--- config.mk ---
export PLATFORM = sky130hd
export DESIGN_NAME = palette_fader_flat
export DESIGN_NICKNAME = d
export VERILOG_FILES = /design/src/rtl/palette_fader_if.sv /design/src/rtl/palette_fader.sv /design/src/flat_wrapper.sv
export SDC_FILE = /design/constraint.sdc
export NUM_CORES = 1
export LEC_CHECK = 0
export CAP_MARGIN = 30
export CORE_ASPECT_RATIO = 0.8
export CORE_UTILIZATION = 32
export DETAILED_ROUTE_END_ITERATION = 12
export HOLD_SLACK_MARGIN = 0.03
export PLACE_DENSITY = 0.49
export SYNTH_ARGS = -nofsm -noshare
export SYNTH_HDL_FRONTEND = slang
export SYNTH_SLANG_ARGS = --single-unit
--- constraint.sdc ---
create_clock -name clk -period 5.9 [get_ports clk]
set_clock_uncertainty 0.1 [all_clocks]
set_input_delay 1.77 -clock clk [delete_from_list [all_inputs] [get_ports clk]]
set_output_delay 1.77 -clock clk [all_outputs]
set_load 0.05 [all_outputs]
--- src/rtl/palette_fader_if.sv ---
// Command port of the palette brightness fader: CPU-side set/fade requests.
// Ports: cmd_valid/cmd_ready handshake, cmd_op (2b opcode), cmd_target (8b), abort.
// Master drives the command, slave (the fader) answers with cmd_ready.
interface palette_fader_if;
  logic       cmd_valid;
  logic       cmd_ready;
  logic [1:0] cmd_op;
  logic [7:0] cmd_target;
  logic       abort;

  modport master (
    output cmd_valid,
    output cmd_op,
    output cmd_target,
    output abort,
    input  cmd_ready
  );

  modport slave (
    input  cmd_valid,
    input  cmd_op,
    input  cmd_target,
    input  abort,
    output cmd_ready
  );
endinterface

--- src/rtl/palette_fader.sv ---
// Frame-synchronous brightness controller feeding the palette lookup stage.
// Latency: SET lands on the first vsync leading edge after acceptance; a fade steps
//   every FRAMES_PER_STEP leading edges, the first step at the FRAMES_PER_STEP-th one.
// Backpressure: cmd_ready is high only while idle; commands offered while busy are dropped.
// Ports: clk, rst_n (async active-low), vsync, host (command interface, slave side),
//   brightness (registered 8b), busy (~cmd_ready), done (1-cycle completion pulse).
module palette_fader #(
  parameter int STEP            = 8,
  parameter int FRAMES_PER_STEP = 2,
  parameter bit VSYNC_ACTIVE    = 1'b0
) (
  input  logic             clk,
  input  logic             rst_n,
  input  logic             vsync,
  palette_fader_if.slave   host,
  output logic [7:0]       brightness,
  output logic             busy,
  output logic             done
);

  localparam logic [8:0] STEP9    = 9'(STEP);
  localparam logic [7:0] CNT_LAST = 8'(FRAMES_PER_STEP - 1);

  typedef enum logic [1:0] {
    IDLE,
    PEND_SET,
    FADE
  } state_t;

  typedef enum logic [1:0] {
    OP_SET      = 2'b00,
    OP_FADE_TO  = 2'b01,
    OP_FADE_OUT = 2'b10,
    OP_FADE_IN  = 2'b11
  } op_t;

  state_t     state, state_n;
  logic [7:0] target, target_n;
  logic [7:0] frame_cnt, cnt_n;
  logic [7:0] bright_n;
  logic       done_n;
  logic       vs_act, vs_act_q, tick;
  logic       ready;
  logic [8:0] sum, diff;
  logic [7:0] stepped;

  // One tick per sync pulse: only the transition into the active level counts.
  assign vs_act = (vsync == VSYNC_ACTIVE);
  assign tick   = vs_act & ~vs_act_q;

  assign ready          = (state == IDLE);
  assign host.cmd_ready = ready;
  assign busy           = ~ready;

  // 9-bit arithmetic so overshoot past 255 or below 0 is visible and clamps to target.
  assign sum  = {1'b0, brightness} + STEP9;
  assign diff = {1'b0, brightness} - STEP9;

  always_comb begin
    stepped = brightness;
    if (brightness < target) begin
      stepped = (sum >= {1'b0, target}) ? target : sum[7:0];
    end else if (brightness > target) begin
      stepped = (diff[8] || (diff <= {1'b0, target})) ? target : diff[7:0];
    end
  end

  always_comb begin
    state_n  = state;
    target_n = target;
    cnt_n    = frame_cnt;
    bright_n = brightness;
    done_n   = 1'b0;
    case (state)
      IDLE: begin
        // abort is meaningless here; a simultaneous command is simply accepted.
        if (host.cmd_valid) begin
          cnt_n = '0;
          case (op_t'(host.cmd_op))
            OP_SET:      target_n = host.cmd_target;
            OP_FADE_TO:  target_n = host.cmd_target;
            OP_FADE_OUT: target_n = 8'h00;
            OP_FADE_IN:  target_n = 8'hFF;
            default:     target_n = host.cmd_target;
          endcase
          state_n = (op_t'(host.cmd_op) == OP_SET) ? PEND_SET : FADE;
        end
      end
      PEND_SET: begin
        // abort outranks a completing tick: brightness holds, no done.
        if (host.abort) begin
          state_n = IDLE;
        end else if (tick) begin
          bright_n = target;
          done_n   = 1'b1;
          state_n  = IDLE;
        end
      end
      FADE: begin
        if (host.abort) begin
          state_n = IDLE;
        end else if (tick) begin
          if (frame_cnt == CNT_LAST) begin
            cnt_n    = '0;
            bright_n = stepped;
            if (stepped == target) begin
              done_n  = 1'b1;
              state_n = IDLE;
            end
          end else begin
            cnt_n = frame_cnt + 8'd1;
          end
        end
      end
      default: state_n = IDLE;
    endcase
  end

  always_ff @(posedge clk or negedge rst_n) begin
    if (!rst_n) begin
      state      <= IDLE;
      target     <= 8'hFF;
      frame_cnt  <= '0;
      brightness <= 8'hFF;
      done       <= 1'b0;
      vs_act_q   <= 1'b0;
    end else begin
      state      <= state_n;
      target     <= target_n;
      frame_cnt  <= cnt_n;
      brightness <= bright_n;
      done       <= done_n;
      vs_act_q   <= vs_act;
    end
  end

endmodule
--- src/flat_wrapper.sv ---
// flat-port wrapper written by rule: the top's interface ports become plain ports
module palette_fader_flat 
#(
  parameter int STEP            = 8,
  parameter int FRAMES_PER_STEP = 2,
  parameter bit VSYNC_ACTIVE    = 1'b0
)
  (clk, rst_n, vsync, brightness, busy, done, host_cmd_valid, host_cmd_op, host_cmd_target, host_abort, host_cmd_ready);
  palette_fader_if host_i ();
  input  logic clk;
  input  logic rst_n;
  input  logic vsync;
  output logic [7:0] brightness;
  output logic busy;
  output logic done;
  input wire logic [$bits(host_i.cmd_valid)-1:0] host_cmd_valid;
  input wire logic [$bits(host_i.cmd_op)-1:0] host_cmd_op;
  input wire logic [$bits(host_i.cmd_target)-1:0] host_cmd_target;
  input wire logic [$bits(host_i.abort)-1:0] host_abort;
  output wire logic [$bits(host_i.cmd_ready)-1:0] host_cmd_ready;
  assign host_i.cmd_valid = host_cmd_valid;
  assign host_i.cmd_op = host_cmd_op;
  assign host_i.cmd_target = host_cmd_target;
  assign host_i.abort = host_abort;
  assign host_cmd_ready = host_i.cmd_ready;
  palette_fader #(.STEP(STEP), .FRAMES_PER_STEP(FRAMES_PER_STEP), .VSYNC_ACTIVE(VSYNC_ACTIVE)) u_core (.clk(clk), .rst_n(rst_n), .vsync(vsync), .host(host_i), .brightness(brightness), .busy(busy), .done(done));
endmodule
==> key figures, run 1 <==
Outcome
  – Outcome: complete, no violations

Synth
  – FFs w/ async S/R, synth: 1.00
  – Register bit count reported by yosys: 28
  – Main combinational cell family by area after synthesis: compound AO/OA/AOI/OAI gates
  – Post-synth EDFFs: 0
  – Proportion of synthesized chip area in sequential cells: 0.285
  – Area share of and/or/nand/nor cells after synthesis: 0.194
  – Top FF cell, synth: sky130_fd_sc_hd__dfstp_2
  – Synth Area in Adders: 0.119
  – Complex-gate fraction of the synthesized area: 0.285
  – Area share of the leading cell type in the synthesized netlist: 0.166
  – Net count of the mapped netlist: 350
  – Synthesized area divided by synthesized cell count: approximately 8.1 um^2
  – Number of instances in the synthesized netlist: 311
  – Netlist area before placement: between 2000 and 3000 um^2
  – Cell types with the largest area share after synthesis: sky130_fd_sc_hd__dfstp_2, sky130_fd_sc_hd__dfrtp_1, sky130_fd_sc_hd__ha_1, sky130_fd_sc_hd__a21oi_1, sky130_fd_sc_hd__o21ai_0
  – Post-synthesis share of cell area spent on xor and xnor gates: 0.0381
  – Multiplexer share of the synthesized area: 0.0213
  – Count of unique library cells instantiated by Yosys: 56
  – Post-synth top area cell: sky130_fd_sc_hd__dfstp_2
  – Count of yosys warnings during synthesis: 0
  – Most numerous cell types in the synthesized netlist: sky130_fd_sc_hd__nand2_1, sky130_fd_sc_hd__a21oi_1, sky130_fd_sc_hd__inv_1, sky130_fd_sc_hd__o21ai_0, sky130_fd_sc_hd__ha_1
  – Cell with the most instances after synthesis: sky130_fd_sc_hd__nand2_1

Setup path
  – WP buf/inv: 2
  – Worst R2R Setup Slack: 1.82 ns
  – Cell with the largest stage delay on the worst path: sky130_fd_sc_hd__dfstp_2
  – Worst stage delay on the critical path: 0.67 ns
  – Critical path class: reg2reg
  – Dominant delay contributor by cell family on the critical path: compound AO/OA/AOI/OAI gates
  – Startpoint types: flip-flop
  – Kind of end point of the critical path: flip-flop
  – Critical path required time: 5.96 ns
  – Critical-path maximum fanout: 12
  – Ordered cell list for the critical path: inv_1 > ha_1 > nor3b_1 > xnor2_1 > inv_1 > ha_1 > nand3_1 > o221a_2 > a21oi_1 > nand2_1 > nor4_1 > a31oi_1 > a211oi_1 > nor3_1 > o2111a_1
  – Arr. time, crit path: 4.14 ns

Drt
  – Via-per-instance ratio: 5.30
  – Remaining number of nets flagged by the antenna check after routing: 0
  – DRC violation total after the first TritonRoute iteration: 165
  – DRC violations left: 0
  – Overall via count from detail_route: ~2,300
  – Final WL: 7.02 mm
  – Average wire length per cell after detail routing: 16.1 um
  – First drt pass iteration count: 4

Floorplan
  – Die boundary width: 101 um
  – Core outline area: ~7500 um^2
  – Number of standard-cell rows in the floorplan: 28
  – Ports: 26
  – Initial Util: 0.336
  – Vert. Die Dim: roughly 82 um
  – Die ar.: 8260 um^2

Clock tree
  – Number of buffers added by the clock tree synthesis step: 3
  – Number of buffers on the longest clock path: 2
  – Clock tree from TritonCTS: built
  – Cell at the root of the clock tree: sky130_fd_sc_hd__clkbuf_8
  – Number of sinks handled by clock tree synthesis: 28
  – Post-cts gate resize count: 0
  – Number of buffers inserted by post-CTS setup repair: 0
  – Worst-Skew Late Latency: 0.28 ns
  – Clock transition time at the flip-flop clock pins of the worst setup and hold paths: ~0.10 ns
  – H-tree levels: 1
  – Hold-fix buffer count after cts: 0

STA
  – Number of hold violations in the final report: 0
  – Final Max Tran Viols: 0
  – Post-Route Setup TNS: 0 ns
  – Setup repair after global routing missed its margin: no
  – Final critical-path share of the clock period: 0.691
  – Worst-margin pin slew: 0.764 ns
  – Shortest period the worst path allows: 4.08 ns
  – Highest clock rate: 245 MHz
  – Endpoints failing setup: 0
  – Tightest slew margin relative to the limit: 0.488

Layout
  – Net total in the final layout: ~370
  – Area growth from synthesis to final layout: 15.2%
  – Number of diodes added for antenna fixing: 0
  – Area of the multi-input gates: 1660 um^2
  – Filler cell count in the final layout: 778
  – Flip-flop and latch area: about 720 um^2
  – Fraction of final layout cells with drive strength greater than 1: 0.0876

Global route
  – Maximum number of pins on one net before global-route repair: 29
  – Number of global-route vias before repair: 2,229
  – Gr ovfl total: 0
  – Number of antenna violations at the first check in global routing: 0
  – Wire length of the first global-routing pass: 11.6 mm
  – GRT Overall Usage: 0.181

Job
  – Max-cap viol count: 0

Place
  – Port bufs: 25
  – Half-perimeter wire length after placement: ~5.4 mm
  – GPL Wtd Cong: 0.879

Min path
  – Worst min-delay path category: reg2reg
## area by class of cell
class,instances,share of cell area
sequential,28,0.247
inverter,26,0.0335
multi-input combinational,247,0.570
tap,105,0.0451
clock buffer,4,0.0155
timing repair buffer,26,0.0885
## cell usage in the layout (no fill, tap or decap), types with 2 or more instances in the layout
cell type,n
sky130_fd_sc_hd__a211o_1,2
sky130_fd_sc_hd__a211oi_1,4
sky130_fd_sc_hd__a21o_1,4
sky130_fd_sc_hd__a21oi_1,27
sky130_fd_sc_hd__a22o_1,2
sky130_fd_sc_hd__a22oi_1,4
sky130_fd_sc_hd__a31oi_1,3
sky130_fd_sc_hd__and2_1,2
sky130_fd_sc_hd__and3_1,9
sky130_fd_sc_hd__clkbuf_8,3
sky130_fd_sc_hd__clkdlybuf4s50_1,25
sky130_fd_sc_hd__dfrtp_1,12
sky130_fd_sc_hd__dfstp_2,16
sky130_fd_sc_hd__ha_1,24
sky130_fd_sc_hd__inv_1,26
sky130_fd_sc_hd__mux2_2,3
sky130_fd_sc_hd__mux2i_1,2
sky130_fd_sc_hd__nand2_1,31
sky130_fd_sc_hd__nand2b_1,2
sky130_fd_sc_hd__nand3_1,12
sky130_fd_sc_hd__nand4_1,7
sky130_fd_sc_hd__nor2_1,16
sky130_fd_sc_hd__nor2b_1,2
sky130_fd_sc_hd__nor3_1,6
sky130_fd_sc_hd__nor4_1,3
sky130_fd_sc_hd__o2111ai_1,2
sky130_fd_sc_hd__o211ai_1,8
sky130_fd_sc_hd__o21ai_0,25
sky130_fd_sc_hd__o21ai_1,3
sky130_fd_sc_hd__o22ai_1,4
sky130_fd_sc_hd__o31ai_1,5
sky130_fd_sc_hd__or2_1,2
sky130_fd_sc_hd__or3_1,2
sky130_fd_sc_hd__xnor2_1,8
sky130_fd_sc_hd__xor2_1,3
## per-stage QoR
stage          worst slack, ns  utilization  std cells  hold WS [ns]  area, um^2
2_1_floorplan             2.05            -        311         0.347        2530
3_3_place_gp              1.80        0.381        432         0.388        2870
3_5_place_dp              1.75        0.381        432         0.381        2870
4_1_cts                   1.83        0.387        436         0.396        2910
5_1_grt                   1.51        0.387        436         0.437        2910
6_report                  1.82        0.387        436         0.405        2910
## flip-flops by register name, summed over array words and instances (netlist names)
register,count
u_core.target,8
u_core.frame_cnt,8
u_core.done,1
u_core.state,2
u_core.vs_act_q,1
u_core.brightness,8
## path summary, 6_finish.rpt
kind                                                  startpoint                         endpoint  depth (start not counted)
worst max-delay path            u_core.brightness[3]$_DFFE_PN1P_            u_core.done$_DFF_PN0_                         15
max in group asynchronous                                  rst_n     u_core.target[3]$_DFFE_PN1P_                          2
min in group asynchronous                                  rst_n  u_core.frame_cnt[3]$_DFFE_PN0P_                          2
worst min-delay path             u_core.frame_cnt[7]$_DFFE_PN0P_  u_core.frame_cnt[7]$_DFFE_PN0P_                          1
worst min register to register   u_core.frame_cnt[7]$_DFFE_PN0P_  u_core.frame_cnt[7]$_DFFE_PN0P_                          1
worst max register to register  u_core.brightness[3]$_DFFE_PN1P_            u_core.done$_DFF_PN0_                         15
## per-layer routing
metal | up-vias | part of all wire | GRT usage
li1 | 1192 | - | -
met1 | 1053 | 0.54 | 0.282
met2 | 63 | 0.40 | 0.262
met3 | 4 | 0.054 | 0.0306
met4 | 0 | 0.0048 | 0.0246
met5 | - | 0 | 0
## logic make-up (layout without fill, tap and decap cells)
group | Yosys count | after routing
xor+xnor | 11 | 11
buf+inv | 36 | 56
mux | 5 | 5
compound gates | 108 | 108
simple gates | 99 | 99
flops | 28 | 28
fa+ha+maj | 24 | 24
Power of run 1 is left out: the tool's default activity adds up to more than one toggle a clock period on the data nets, which glitch-free logic cannot reach.
==> run 2, diff against run 1 <==
--- a/config.mk
+++ b/config.mk
@@ -10,7 +10,7 @@
 export CORE_UTILIZATION = 32
 export DETAILED_ROUTE_END_ITERATION = 12
 export HOLD_SLACK_MARGIN = 0.03
-export PLACE_DENSITY = 0.49
+export PLACE_DENSITY = 0.51
 export SYNTH_ARGS = -nofsm -noshare
 export SYNTH_HDL_FRONTEND = slang
 export SYNTH_SLANG_ARGS = --single-unit
==> constraint.sdc (replaced) <==
create_clock -name clk -period 3.4 [get_ports clk]
set_clock_uncertainty 0.1 [all_clocks]
set_input_delay 1.02 -clock clk [delete_from_list [all_inputs] [get_ports clk]]
set_output_delay 1.02 -clock clk [all_outputs]
set_load 0.05 [all_outputs]
==> run 2 against run 1 <==
  * The run now ends with setup timing left
  * Cell count rose by 8.9%
  * Via count rose by 9.8%
  * Non-clock buffer count rose by 39
  * Sequential share of layout area fell by 3.3 points
  * Setup slack got worse by 1.9 ns
  * Die area did not move
  * Sequential cell count did not move
  * Hold slack improved by 0.0099 ns
  * Routed wire length rose by 6.4%
  * Count of clock-buffer cells in the layout did not move
  * Design area rose by 15%
  * Global-route usage rose by 0.82 points
  * Critical endpoint is now u_core.state[0]$_DFFE_PN0P_
==> key figures, run 2 (synthesis results as in run 1) <==
Outcome
  – Outcome: finished with violations
  – Violations in the final reports: setup timing

STA
  – Endpoints failing setup: 2
  – Final critical-path share of the clock period: 1.01
  – Number of hold violations in the final report: 0
  – Post-Route Setup TNS: -0.0824 ns
  – Final setup slack of the worst path: -0.0432 ns
  – Worst-margin pin slew: 0.696 ns
  – Highest clock rate: around 290 MHz
  – Setup repair after global routing missed its margin: yes
  – Final Max Tran Viols: 0
  – Tightest slew margin relative to the limit: 0.536
  – Shortest period the worst path allows: 3.44 ns

Global route
  – Number of antenna violations at the first check in global routing: 0
  – Number of global-route vias before repair: 2,333
  – Wire length of the first global-routing pass: 12.1 mm
  – Maximum number of pins on one net before global-route repair: 29
  – GRT Overall Usage: 0.189
  – Gr ovfl total: 0

Clock tree
  – Clock transition time at the flip-flop clock pins of the worst setup and hold paths: around 0.1 ns
  – Number of sinks handled by clock tree synthesis: 28
  – Cell at the root of the clock tree: sky130_fd_sc_hd__clkbuf_8
  – Number of buffers on the longest clock path: 2
  – Worst-Skew Late Latency: 0.27 ns
  – Number of buffers added by the clock tree synthesis step: 3
  – H-tree levels: 1
  – Clock tree from TritonCTS: built

Floorplan
  – Die ar.: 8260 um^2
  – Die boundary width: slightly above 100 um
  – Number of standard-cell rows in the floorplan: 28
  – Core outline area: 7530 um^2
  – Initial Util: 0.336
  – Ports: 26
  – Vert. Die Dim: approximately 80 um

Setup path
  – Arr. time, crit path: 3.54 ns
  – Critical-path maximum fanout: 6
  – Critical path class: reg2reg
  – Cell repeated most along the worst path: sky130_fd_sc_hd__ha_4
  – Cell with the largest stage delay on the worst path: sky130_fd_sc_hd__dfstp_2
  – R2r worst-path depth: 15
  – Startpoint types: flip-flop
  – WP buf/inv: 2
  – Dominant delay contributor by cell family on the critical path: simple AND/OR/NAND/NOR gates
  – Ordered cell list for the critical path: inv_4 > ha_4 > nor3b_2 > xnor2_1 > inv_1 > ha_4 > nand3_4 > a211o_1 > a21oi_4 > and4_1 > a211oi_2 > a32oi_1 > nand4b_1 > or2_1 > o211ai_1
  – Worst stage delay on the critical path: roughly 0.60 ns
  – Critical path required time: 3.50 ns
  – Kind of end point of the critical path: flip-flop
  – Total stage count of the critical path: 15

Drt
  – First drt pass iteration count: 6
  – Average wire length per cell after detail routing: 15.7 um
  – DRC violation total after the first TritonRoute iteration: 165
  – DRC violations left: 0
  – Final WL: 7.47 mm
  – Via-per-instance ratio: 5.35
  – Remaining number of nets flagged by the antenna check after routing: 0
  – Overall via count from detail_route: 2,539

Place
  – Pre-CTS WS: -0.126 ns
  – Port bufs: 25
  – Count of placed standard cells including taps: 464
  – GPL Wtd Cong: around 0.91
  – Half-perimeter wire length after placement: 5.71 mm

Layout
  – Area growth from synthesis to final layout: 33.0%
  – Net total in the final layout: 410
  – Non-filler instance count after layout: 475
  – Largest registers in the final layout: u_core.brightness (8), u_core.frame_cnt (8), u_core.target (8)
  – Leading cell types in the layout, fill and taps excluded: sky130_fd_sc_hd__buf_4, sky130_fd_sc_hd__nand2_1, sky130_fd_sc_hd__a21oi_1, sky130_fd_sc_hd__clkdlybuf4s50_1
  – Fraction of final layout cells with drive strength greater than 1: 0.246
  – Commonest non-fill, non-tap cell in the layout: sky130_fd_sc_hd__buf_4
  – Number of diodes added for antenna fixing: 0

Job
  – Max-cap viol count: 0

Min path
  – Hold path cells: 2
  – Worst min-delay path category: reg2reg
[run 2: cell types whose count changed in the layout (fill, tap and decap cells not counted), sizes merged]
cell,change
buf,+39
[run 2: path summary, 6_finish.rpt]
path / from / to / slack (ns)
worst max-delay path: u_core.brightness[3]$_DFFE_PN1P_ / u_core.state[0]$_DFFE_PN0P_ / -0.04
worst min-delay path: u_core.target[2]$_DFFE_PN1P_ / u_core.target[2]$_DFFE_PN1P_ / 0.41
worst max register to register: u_core.brightness[3]$_DFFE_PN1P_ / u_core.state[0]$_DFFE_PN0P_ / -0.04
worst min register to register: u_core.target[2]$_DFFE_PN1P_ / u_core.target[2]$_DFFE_PN1P_ / 0.41
max in group asynchronous: rst_n / u_core.brightness[2]$_DFFE_PN1P_ / 1.87
min in group asynchronous: rst_n / u_core.frame_cnt[6]$_DFFE_PN0P_ / 1.01
[run 2: final cells by class]
| class | count | area (um^2) |
|---|---|---|
| clock buffer | 4 | 45.0 |
| multi-input combinational | 247 | 1820 |
| sequential | 28 | 721 |
| timing repair buffer | 65 | 551 |
| inverter | 26 | 100 |
| fill | 761 | 4170 |
| tap | 105 | 131 |
[run 2: worst reg2reg max path, delay by kind of cell (launching register included)]
family | cells | cell delay [ns]
buffers and inverters | 2 | 0.15
xor gates and xnor gates | 1 | 0.18
DFF | 1 | 0.60
and+or+nand+nor | 5 | 0.99
AOI/OAI and AO/OA | 5 | 0.88
adders and majority gates | 2 | 0.45
[run 2: through the flow]
| step | util | hold WS, ns | area (um^2) |
|---|---|---|---|
| after floorplan | - | 0.347 | 2600 |
| final | 0.447 | 0.415 | 3360 |
| after global routing | 0.447 | 0.429 | 3360 |
| after global placement | 0.421 | 0.393 | 3170 |
| after detailed placement | 0.421 | 0.394 | 3170 |
| after CTS | 0.441 | 0.412 | 3320 |
[run 2: routing by layer]
| metal | share of wire | vias to the layer above | global-route usage |
|---|---|---|---|
| li1 | - | 1275 | - |
| met1 | 0.51 | 1167 | 0.279 |
| met2 | 0.41 | 80 | 0.291 |
| met3 | 0.059 | 17 | 0.0332 |
| met4 | 0.017 | 0 | 0.0304 |
| met5 | 0 | - | 0 |
[run 2: what timing repair did]
action,4_1_cts,5_1_grt
gates cloned,0,0
gates resized for setup,12,6
setup endpoints to repair,4,7
pin swaps,17,3
hold buffers,0,0
buffers inserted,4,3
Power of run 2 is left out for the same reason.
